--- src/rtl/pipe_pkg.sv ---
// -----------------------------------------------------------------------------
// pipe_pkg
// Shared definitions for the 5-stage MIPS pipeline register banks.
//   RESET_PC_DEFAULT : fetch address loaded on reset
//   NOP_INSTR        : all-zero instruction word inserted on an IF/ID flush
//   ALU_CTRL_W       : width of the ALUControl field
//   idex_ctrl_t      : control group carried from ID into EX (and onward into
//                      the M/W banks, which keep the subset they need)
// -----------------------------------------------------------------------------
package pipe_pkg;

    localparam logic [31:0] RESET_PC_DEFAULT = 32'h0000_0000;
    localparam logic [31:0] NOP_INSTR        = 32'h0000_0000;
    localparam int          ALU_CTRL_W       = 3;

    // An all-zero value of this struct is a bubble: no register write and
    // no memory write, so it has no architectural effect.
    typedef struct packed {
        logic                  reg_write;
        logic                  mem_to_reg;
        logic                  mem_write;
        logic                  alu_src;
        logic                  reg_dst;
        logic [ALU_CTRL_W-1:0] alu_control;
    } idex_ctrl_t;

endpackage : pipe_pkg

--- src/rtl/sat_counter.sv ---
// -----------------------------------------------------------------------------
// sat_counter
// Up-counter that sticks at all-ones instead of wrapping. Debug use only.
//   clk   : rising-edge clock
//   rst_n : asynchronous active-low clear
//   inc   : count this edge
//   q     : current count
// -----------------------------------------------------------------------------
module sat_counter #(
    parameter int WIDTH = 16
) (
    input  logic             clk,
    input  logic             rst_n,
    input  logic             inc,
    output logic [WIDTH-1:0] q
);

    logic [WIDTH-1:0] cnt_q;
    logic [WIDTH-1:0] cnt_d;

    // NOTE: the default assignment first means every path writes cnt_d, so no
    // latch is inferred in this combinational block.
    always_comb begin
        cnt_d = cnt_q;
        if (inc && (cnt_q != '1)) begin
            cnt_d = cnt_q + 1'b1;
        end
    end

    // NOTE: state is updated with non-blocking assignments so every register
    // samples its next value from the same pre-edge snapshot.
    always_ff @(posedge clk or negedge rst_n) begin
        if (!rst_n) begin
            cnt_q <= '0;
        end else begin
            cnt_q <= cnt_d;
        end
    end

    assign q = cnt_q;

endmodule : sat_counter

--- src/rtl/pipe_front_regs.sv ---
// -----------------------------------------------------------------------------
// pipe_front_regs
// Front-half pipeline registers of the 5-stage MIPS core: the PC register (F),
// the IF/ID register (D) and the ID/EX register (E). Applies the hazard unit's
// hold (StallF/StallD), bubble (FlushE) and branch flush (PCSrcD) each cycle,
// and keeps saturating debug counters of stall and bubble cycles.
//
// Ports
//   clk, rst_n                     : clock, asynchronous active-low reset
//   StallF, StallD, FlushE         : hazard-unit controls
//   PCSrcD, PCBranchD              : branch taken in D and its target
//   PCNextF, PCF, PCPlus4F         : next PC (comb), fetch PC, PCF+4 (comb)
//   InstrF                         : instruction read from I-mem at PCF
//   InstrD, PCPlus4D, ValidD       : IF/ID register contents
//   *D decoded controls/operands   : ID-stage values entering ID/EX
//   *E registered controls/operands: ID/EX register contents, ValidE
//   StallCnt, BubbleCnt            : saturating debug counters
// -----------------------------------------------------------------------------
module pipe_front_regs
    import pipe_pkg::*;
#(
    parameter logic [31:0] RESET_PC = RESET_PC_DEFAULT,
    parameter int          CNT_W    = 16
) (
    input  logic                  clk,
    input  logic                  rst_n,
    input  logic                  StallF,
    input  logic                  StallD,
    input  logic                  FlushE,
    input  logic                  PCSrcD,
    input  logic [31:0]           PCBranchD,
    output logic [31:0]           PCNextF,
    output logic [31:0]           PCF,
    input  logic [31:0]           InstrF,
    output logic [31:0]           PCPlus4F,
    output logic [31:0]           InstrD,
    output logic [31:0]           PCPlus4D,
    output logic                  ValidD,
    input  logic                  RegWriteD,
    input  logic                  MemtoRegD,
    input  logic                  MemWriteD,
    input  logic                  ALUSrcD,
    input  logic                  RegDstD,
    input  logic [ALU_CTRL_W-1:0] ALUControlD,
    input  logic [31:0]           RD1D,
    input  logic [31:0]           RD2D,
    input  logic [31:0]           SignImmD,
    input  logic [4:0]            RsD,
    input  logic [4:0]            RtD,
    input  logic [4:0]            RdD,
    output logic                  RegWriteE,
    output logic                  MemtoRegE,
    output logic                  MemWriteE,
    output logic                  ALUSrcE,
    output logic                  RegDstE,
    output logic [ALU_CTRL_W-1:0] ALUControlE,
    output logic [31:0]           RD1E,
    output logic [31:0]           RD2E,
    output logic [31:0]           SignImmE,
    output logic [4:0]            RsE,
    output logic [4:0]            RtE,
    output logic [4:0]            RdE,
    output logic                  ValidE,
    output logic [CNT_W-1:0]      StallCnt,
    output logic [CNT_W-1:0]      BubbleCnt
);

    // ---------------- F stage ----------------
    logic [31:0] pc_q, pc_d;
    logic [31:0] pc_plus4;
    logic [31:0] pc_next;

    // ---------------- IF/ID ----------------
    logic [31:0] ifid_instr_q, ifid_instr_d;
    logic [31:0] ifid_pcp4_q,  ifid_pcp4_d;
    logic        ifid_valid_q, ifid_valid_d;

    // ---------------- ID/EX ----------------
    idex_ctrl_t  idex_ctrl_q,  idex_ctrl_d;
    idex_ctrl_t  ctrl_in;
    logic [31:0] idex_rd1_q,   idex_rd1_d;
    logic [31:0] idex_rd2_q,   idex_rd2_d;
    logic [31:0] idex_imm_q,   idex_imm_d;
    logic [4:0]  idex_rs_q,    idex_rs_d;
    logic [4:0]  idex_rt_q,    idex_rt_d;
    logic [4:0]  idex_rd_q,    idex_rd_d;
    logic        idex_valid_q, idex_valid_d;

    // PC arithmetic wraps modulo 2^32 by width truncation.
    assign pc_plus4 = pc_q + 32'd4;
    assign pc_next  = PCSrcD ? PCBranchD : pc_plus4;

    assign ctrl_in = '{
        reg_write:   RegWriteD,
        mem_to_reg:  MemtoRegD,
        mem_write:   MemWriteD,
        alu_src:     ALUSrcD,
        reg_dst:     RegDstD,
        alu_control: ALUControlD
    };

    always_comb begin
        pc_d = pc_q;
        if (!StallF) begin
            pc_d = pc_next;
        end
    end

    // StallD takes priority over PCSrcD: during a branch stall the branch
    // operands are still being forwarded, so PCSrcD is not yet trustworthy.
    always_comb begin
        ifid_instr_d = ifid_instr_q;
        ifid_pcp4_d  = ifid_pcp4_q;
        ifid_valid_d = ifid_valid_q;
        if (!StallD) begin
            if (PCSrcD) begin
                ifid_instr_d = NOP_INSTR;
                ifid_pcp4_d  = '0;
                ifid_valid_d = 1'b0;
            end else begin
                ifid_instr_d = InstrF;
                ifid_pcp4_d  = pc_plus4;
                ifid_valid_d = 1'b1;
            end
        end
    end

    // ID/EX has no stall: it either takes a bubble or advances. FlushE wins
    // even under StallD, which is how a load-use bubble is inserted.
    always_comb begin
        idex_ctrl_d  = ctrl_in;
        idex_rd1_d   = RD1D;
        idex_rd2_d   = RD2D;
        idex_imm_d   = SignImmD;
        idex_rs_d    = RsD;
        idex_rt_d    = RtD;
        idex_rd_d    = RdD;
        idex_valid_d = ifid_valid_q;
        if (FlushE) begin
            idex_ctrl_d  = '0;
            idex_rd1_d   = '0;
            idex_rd2_d   = '0;
            idex_imm_d   = '0;
            idex_rs_d    = '0;
            idex_rt_d    = '0;
            idex_rd_d    = '0;
            idex_valid_d = 1'b0;
        end
    end

    always_ff @(posedge clk or negedge rst_n) begin
        if (!rst_n) begin
            pc_q         <= RESET_PC;
            ifid_instr_q <= '0;
            ifid_pcp4_q  <= '0;
            ifid_valid_q <= 1'b0;
            idex_ctrl_q  <= '0;
            idex_rd1_q   <= '0;
            idex_rd2_q   <= '0;
            idex_imm_q   <= '0;
            idex_rs_q    <= '0;
            idex_rt_q    <= '0;
            idex_rd_q    <= '0;
            idex_valid_q <= 1'b0;
        end else begin
            pc_q         <= pc_d;
            ifid_instr_q <= ifid_instr_d;
            ifid_pcp4_q  <= ifid_pcp4_d;
            ifid_valid_q <= ifid_valid_d;
            idex_ctrl_q  <= idex_ctrl_d;
            idex_rd1_q   <= idex_rd1_d;
            idex_rd2_q   <= idex_rd2_d;
            idex_imm_q   <= idex_imm_d;
            idex_rs_q    <= idex_rs_d;
            idex_rt_q    <= idex_rt_d;
            idex_rd_q    <= idex_rd_d;
            idex_valid_q <= idex_valid_d;
        end
    end

    // A branch flush while D is stalled does not happen (StallD wins), so it
    // is not counted; a flush and a branch on the same edge count once.
    logic bubble_inc;
    assign bubble_inc = FlushE | (PCSrcD & ~StallD);

    sat_counter #(.WIDTH(CNT_W)) u_stall_cnt (
        .clk   (clk),
        .rst_n (rst_n),
        .inc   (StallF),
        .q     (StallCnt)
    );

    sat_counter #(.WIDTH(CNT_W)) u_bubble_cnt (
        .clk   (clk),
        .rst_n (rst_n),
        .inc   (bubble_inc),
        .q     (BubbleCnt)
    );

    assign PCNextF     = pc_next;
    assign PCF         = pc_q;
    assign PCPlus4F    = pc_plus4;
    assign InstrD      = ifid_instr_q;
    assign PCPlus4D    = ifid_pcp4_q;
    assign ValidD      = ifid_valid_q;
    assign RegWriteE   = idex_ctrl_q.reg_write;
    assign MemtoRegE   = idex_ctrl_q.mem_to_reg;
    assign MemWriteE   = idex_ctrl_q.mem_write;
    assign ALUSrcE     = idex_ctrl_q.alu_src;
    assign RegDstE     = idex_ctrl_q.reg_dst;
    assign ALUControlE = idex_ctrl_q.alu_control;
    assign RD1E        = idex_rd1_q;
    assign RD2E        = idex_rd2_q;
    assign SignImmE    = idex_imm_q;
    assign RsE         = idex_rs_q;
    assign RtE         = idex_rt_q;
    assign RdE         = idex_rd_q;
    assign ValidE      = idex_valid_q;

endmodule : pipe_front_regs

--- config.mk ---
export PLATFORM = sky130hd
export DESIGN_NAME = pipe_front_regs
export DESIGN_NICKNAME = d
export VERILOG_FILES = /design/src/rtl/pipe_pkg.sv /design/src/rtl/sat_counter.sv /design/src/rtl/pipe_front_regs.sv
export SDC_FILE = /design/constraint.sdc
export NUM_CORES = 1
export LEC_CHECK = 0
export ABC_CLOCK_PERIOD_IN_PS = 3400
export CAP_MARGIN = 25
export CORE_AREA = 5 5 193 195
export CTS_CLUSTER_DIAMETER = 30
export DETAILED_ROUTE_END_ITERATION = 10
export DIE_AREA = 0 0 198 200
export SKIP_CTS_REPAIR_TIMING = 1
export SLEW_MARGIN = 20
export SYNTH_ARGS = -nofsm -noshare
export SYNTH_HDL_FRONTEND = slang
export SYNTH_SLANG_ARGS = --single-unit
--- constraint.sdc ---
create_clock -name clk -period 3.4 [get_ports clk]
set_input_delay 0.85 -clock clk [delete_from_list [all_inputs] [get_ports clk]]
set_output_delay 0.85 -clock clk [all_outputs]
set_load 0.05 [all_outputs]
# Yosys cells after proc, flatten, opt, wreduce, memory -nomap -nowiden
# Cells that the tools add are included.
# classes
addsub	3
n_eq_ne	2
n_mux	12
bitwise	3
reduce_logical	2
# ops
operator	n
$mux W32	6
$add A16 B1 Y16 const B	2
$add A32 B3 Y32 const B	1
$ne A16 B16 Y1 const B	2
$mux W5	3
$mux W8	1
$logic_and A1 B1 Y1	2
$mux W1	2
$and A1 B1 Y1	1
$not A1 Y1	1
$or A1 B1 Y1	1
# totals
ff_bits	249
input_bits	189
out_inout_bits	313

# Longest topological paths before layout
# logic_depth
ltp_word	4
depth_mapped	7

# Cells and area by module
# Synthesis repeated with hierarchy kept, for this count alone.
# unflattened
cells_unflattened	1065
area_unflattened_um2	11120.7
# modules_own_cells
module	n_inst	cells_per_inst	area_each_um2
pipe_front_regs	1	921	9401.5
sat_counter	2	72	859.6

# Worst setup path before layout
# No wires, ideal clock.
# synth_timing
kind	reg2out
from	register pc_q[18] (netlist: PCF[18])
to	output PCNextF[23]
arrival_time_ps	3020
t_required_ps	2550
slack_ps	-470
stages_incl_launch_ff	7
n_path_buf	1
path_cell_list	dfrtp_1 buf_2 nand4_4 nor4_4 nand4_1 xnor2_1 o21a_1
# synth_via
elab_chain_len	2
# synth_rtl
item	line	text
from (decl)	pipe_front_regs.sv:69	logic [31:0] pc_q, pc_d;
from (signal assigned)	pipe_front_regs.sv:166	pc_q <= pc_d;
$add A32 B3 Y32	pipe_front_regs.sv:90	assign pc_plus4 = pc_q + 32'd4;
via PCPlus4F[23]	pipe_front_regs.sv:35	output logic [31:0] PCPlus4F,
$mux W32	pipe_front_regs.sv:91	assign pc_next = PCSrcD ? PCBranchD : pc_plus4;
to (decl)	pipe_front_regs.sv:32	output logic [31:0] PCNextF,
# The timed path passes the listed nets, and every way through them passes these cells.

# Worst setup path in the final report
# layout_timing
from	register pc_q[2] (netlist: PCF[2])
to	output PCNextF[20]
# layout_via
elab_chain_len	2
# layout_rtl
item	line
$add A32 B3 Y32	pipe_front_regs.sv:90
$mux W32	pipe_front_regs.sv:91
# Every way passes these cells.

==> impl_metrics.json <==
{
  "drive_gt1_share_pct": 20.2,
  "synth_edf_count": 0,
  "multi_input_area_mm2": 0.00429,
  "syn_to_final_growth_pct": 84.0,
  "nets": 1686,
  "synthArstFlopShare_pct": 100,
  "io_buffers": 501,
  "min_period_over_period_pct": 99.0,
  "max_cap_violations": 0,
  "rsz0062_at_grt": "true",
  "synth_xor_area_share_pct": 4.63,
  "max_freq_mhz": 297,
  "cpPeakStageDelay_ns": 0.43,
  "netlist_top_cells_area": "dfrtp_1 59%, nor2b_1 7.2%, nand2_1 4.2%, o21ai_0 3.0%, mux2_2 2.6%",
  "setup_ws_ns": 0.0332,
  "final_util_pct": 54.8,
  "num_rows": 69,
  "grt_pass1_vias": 9781,
  "required_ns": 2.55,
  "drc": 0,
  "ys_top_cells_by_count": "249 x dfrtp_1, 121 x nor2b_1, 116 x nand2_1",
  "ant_nets": 0,
  "hold_class": "input port to asynchronous set/reset pin",
  "grt_pass1_wl_um": 60300,
  "worstSkewPairLatency_ns": 0.58,
  "synth-seq-cells": 249,
  "ir_worst_vdd_mv": 0.384,
  "initial_core_util_pct": 29.8,
  "seq_area_mm2": 0.00625,
  "numCtsBuffers": 60,
  "synthSimpleGateAreaFrac_pct": 20.3,
  "crit_family": "simple AND/OR/NAND/NOR gates",
  "track_usage_pct": 20.0,
  "cp-end-kind": "output port",
  "muxShareOfSynthArea_pct": 2.96,
  "critPathKind": "flop to output port",
  "netlist.area_leader.share_pct": 59.4,
  "cts_tree": "done",
  "finalSetupViolCount": 0,
  "root_buffer": "clkbuf_16",
  "ys_warn_count": 0,
  "clock-sinks": 249,
  "finalPower_mw": 13.8,
  "postSynthAreaPerCell_um2": 11.1,
  "nFillCells": 2980,
  "dp_hpwl_um": 30600,
  "maxSlewHeadroom_pct": 33.8,
  "core_mm2": 0.0352,
  "p_leak_nw": 8.30,
  "cpMaxStageDelayCell": "dfrtp_2",
  "routedWlPerCell_um": 20.6,
  "synth_cell_types": 64,
  "cp_max_fo": 8,
  "vias": 9372,
  "preCtsSetupSlack_ns": 0.0850,
  "period_minus_slack_ns": 3.37,
  "cp.buffers_inverters": 1,
  "die_h_um": 200,
  "wl_um": 41400,
  "overflow": 0,
  "hold_viol": 0,
  "synth_top_family_by_area": "simple AND/OR/NAND/NOR gates",
  "p_per_area_mw_per_mm2": 715,
  "yosysSeqAreaShare_pct": 59.4,
  "yosysMostFrequentCell": "dfrtp_1",
  "skew_ns": 0.0126,
  "syn_inst": 942,
  "path_cells": "ha_4 > nand4_4 > nor2_1 > nand2_1 > xnor2_4 > o21ba_2 > buf_12",
  "clock_path_buffers": 3,
  "worstMarginPinSlew_ns": 0.992,
  "synth_compound_area_share_pct": 9.56,
  "grt_max_degree": 121,
  "viasPerCell": 4.67,
  "first_pass_iters": 4,
  "drt_iter0_drc": 419,
  "synth_fa_ha_area_share_pct": 0.358,
  "globalplace.congestion": 0.863,
  "htreeDepth": 2,
  "status": "complete, no violations",
  "yosysTopAreaCell": "dfrtp_1",
  "syn-num-nets": 1134,
  "worst_setup_path_start_kind": "flop",
  "clk_pin_slew_ns": 0.04,
  "worstPathArrival_ns": 2.52,
  "grt_antenna_before_repair": 2,
  "die_width_um": 198,
  "mappedNetlistArea_mm2": 0.0105,
  "dieArea_mm2": 0.0396,
  "ys.flop_type": "dfrtp_1",
  "slew_viol_final": 0,
  "ios": 502
}
==> sequential cells by signal, summed over array words and instances, names as in the netlist, 3 cells and up <==
register,flops
ALUControlE,3
PCPlus4D,32
RtE,5
RdE,5
RD2E,32
PCF,32
RD1E,32
SignImmE,32
u_bubble_cnt.q,16
RsE,5
u_stall_cnt.q,16
InstrD,32
==> cell type report <==
class	instances	share of cell area [%]
flip-flops and latches	249	32.4
repair buffers	549	30.6
multi-input cells	622	22.2
clock buffers	73	8.56
well taps	461	2.99
clock inverters	39	2.93
inverters	12	0.234
diodes	1	0.0130
==> metrics by stage <==
stage               instance area, µm²  instances  TNS (ns)  hold WS, ns
global placement                 16700       1867         0        0.467
detailed placement               16700       1867         0        0.475
global route                     19300       2005    -0.339        0.224
floorplan                        10700        942    -0.630        0.554
finish                           19300       2006         0        0.205
CTS                              18900       1979     -6.49        0.193
==> power by group <==
part           total (mW)  internal [mW]  switching, mW
sequential           3.61           3.28          0.329
clock                6.21           4.41           1.80
combinational        3.96           1.49           2.47
total                13.8           9.19           4.60
==> placed cells by master (no fill, tap or decap), types with 4 or more instances in the layout <==
master	n
nor3_1	8
a31oi_1	4
xor2_4	4
clkbuf_16	61
bufinv_16	13
o21ai_1	6
clkinvlp_4	7
clkinv_4	4
mux2i_1	4
nand4_1	21
o21ai_0	57
nand3_1	23
nor2b_1	121
nand2_1	114
o22a_1	9
mux2_2	24
xnor2_1	22
clkbuf_8	8
xor2_2	5
and3_1	13
a22oi_1	5
nor4_1	5
dfrtp_2	18
xnor2_4	7
clkinv_2	12
dfrtp_1	231
a21oi_1	19
nor4_4	4
inv_1	11
buf_4	53
nand2b_1	5
and4_1	5
buf_12	54
a22o_1	22
clkdlybuf4s50_1	436
nor2_1	35
xor2_1	13
clkbuf_1	4
==> metal layers <==
layer	share of wire (%)	global-route usage (%)	vias to the layer above
met5	0	0	-
met4	4.1	9.26	0
met3	10	8.06	79
met2	48	33.2	419
met1	37	22.8	4526
li1	-	-	4348
==> worst paths after layout <==
| kind | cells past startpoint | slack, ns | startpoint | to |
|---|---|---|---|---|
| min reg2reg | 2 | 0.48 | InstrD[0] | InstrD[0] |
| min | 1 | 0.20 | rst_n | PCPlus4D[29] |
| max | 7 | 0.03 | PCF[2] | PCNextF[20] |
| max in group asynchronous | 2 | 2.42 | rst_n | InstrD[6] |
| max reg2reg | 5 | 1.51 | u_bubble_cnt.q[0] | u_bubble_cnt.q[14] |
| min in group clk | 2 | 0.48 | InstrD[0] | InstrD[0] |
==> cell families (layout without fill, tap and decap cells) <==
family | after synthesis | count (layout)
multiplexers | 28 | 28
XOR/XNOR | 52 | 52
other | 0 | 1
buffers and inverters | 71 | 673
AO/OA/AOI/OAI | 153 | 153
flip-flops | 249 | 249
AND/OR/NAND/NOR | 386 | 386
adder cells (fa/ha/maj) | 3 | 3
Power figures use the tool's default switching activity.
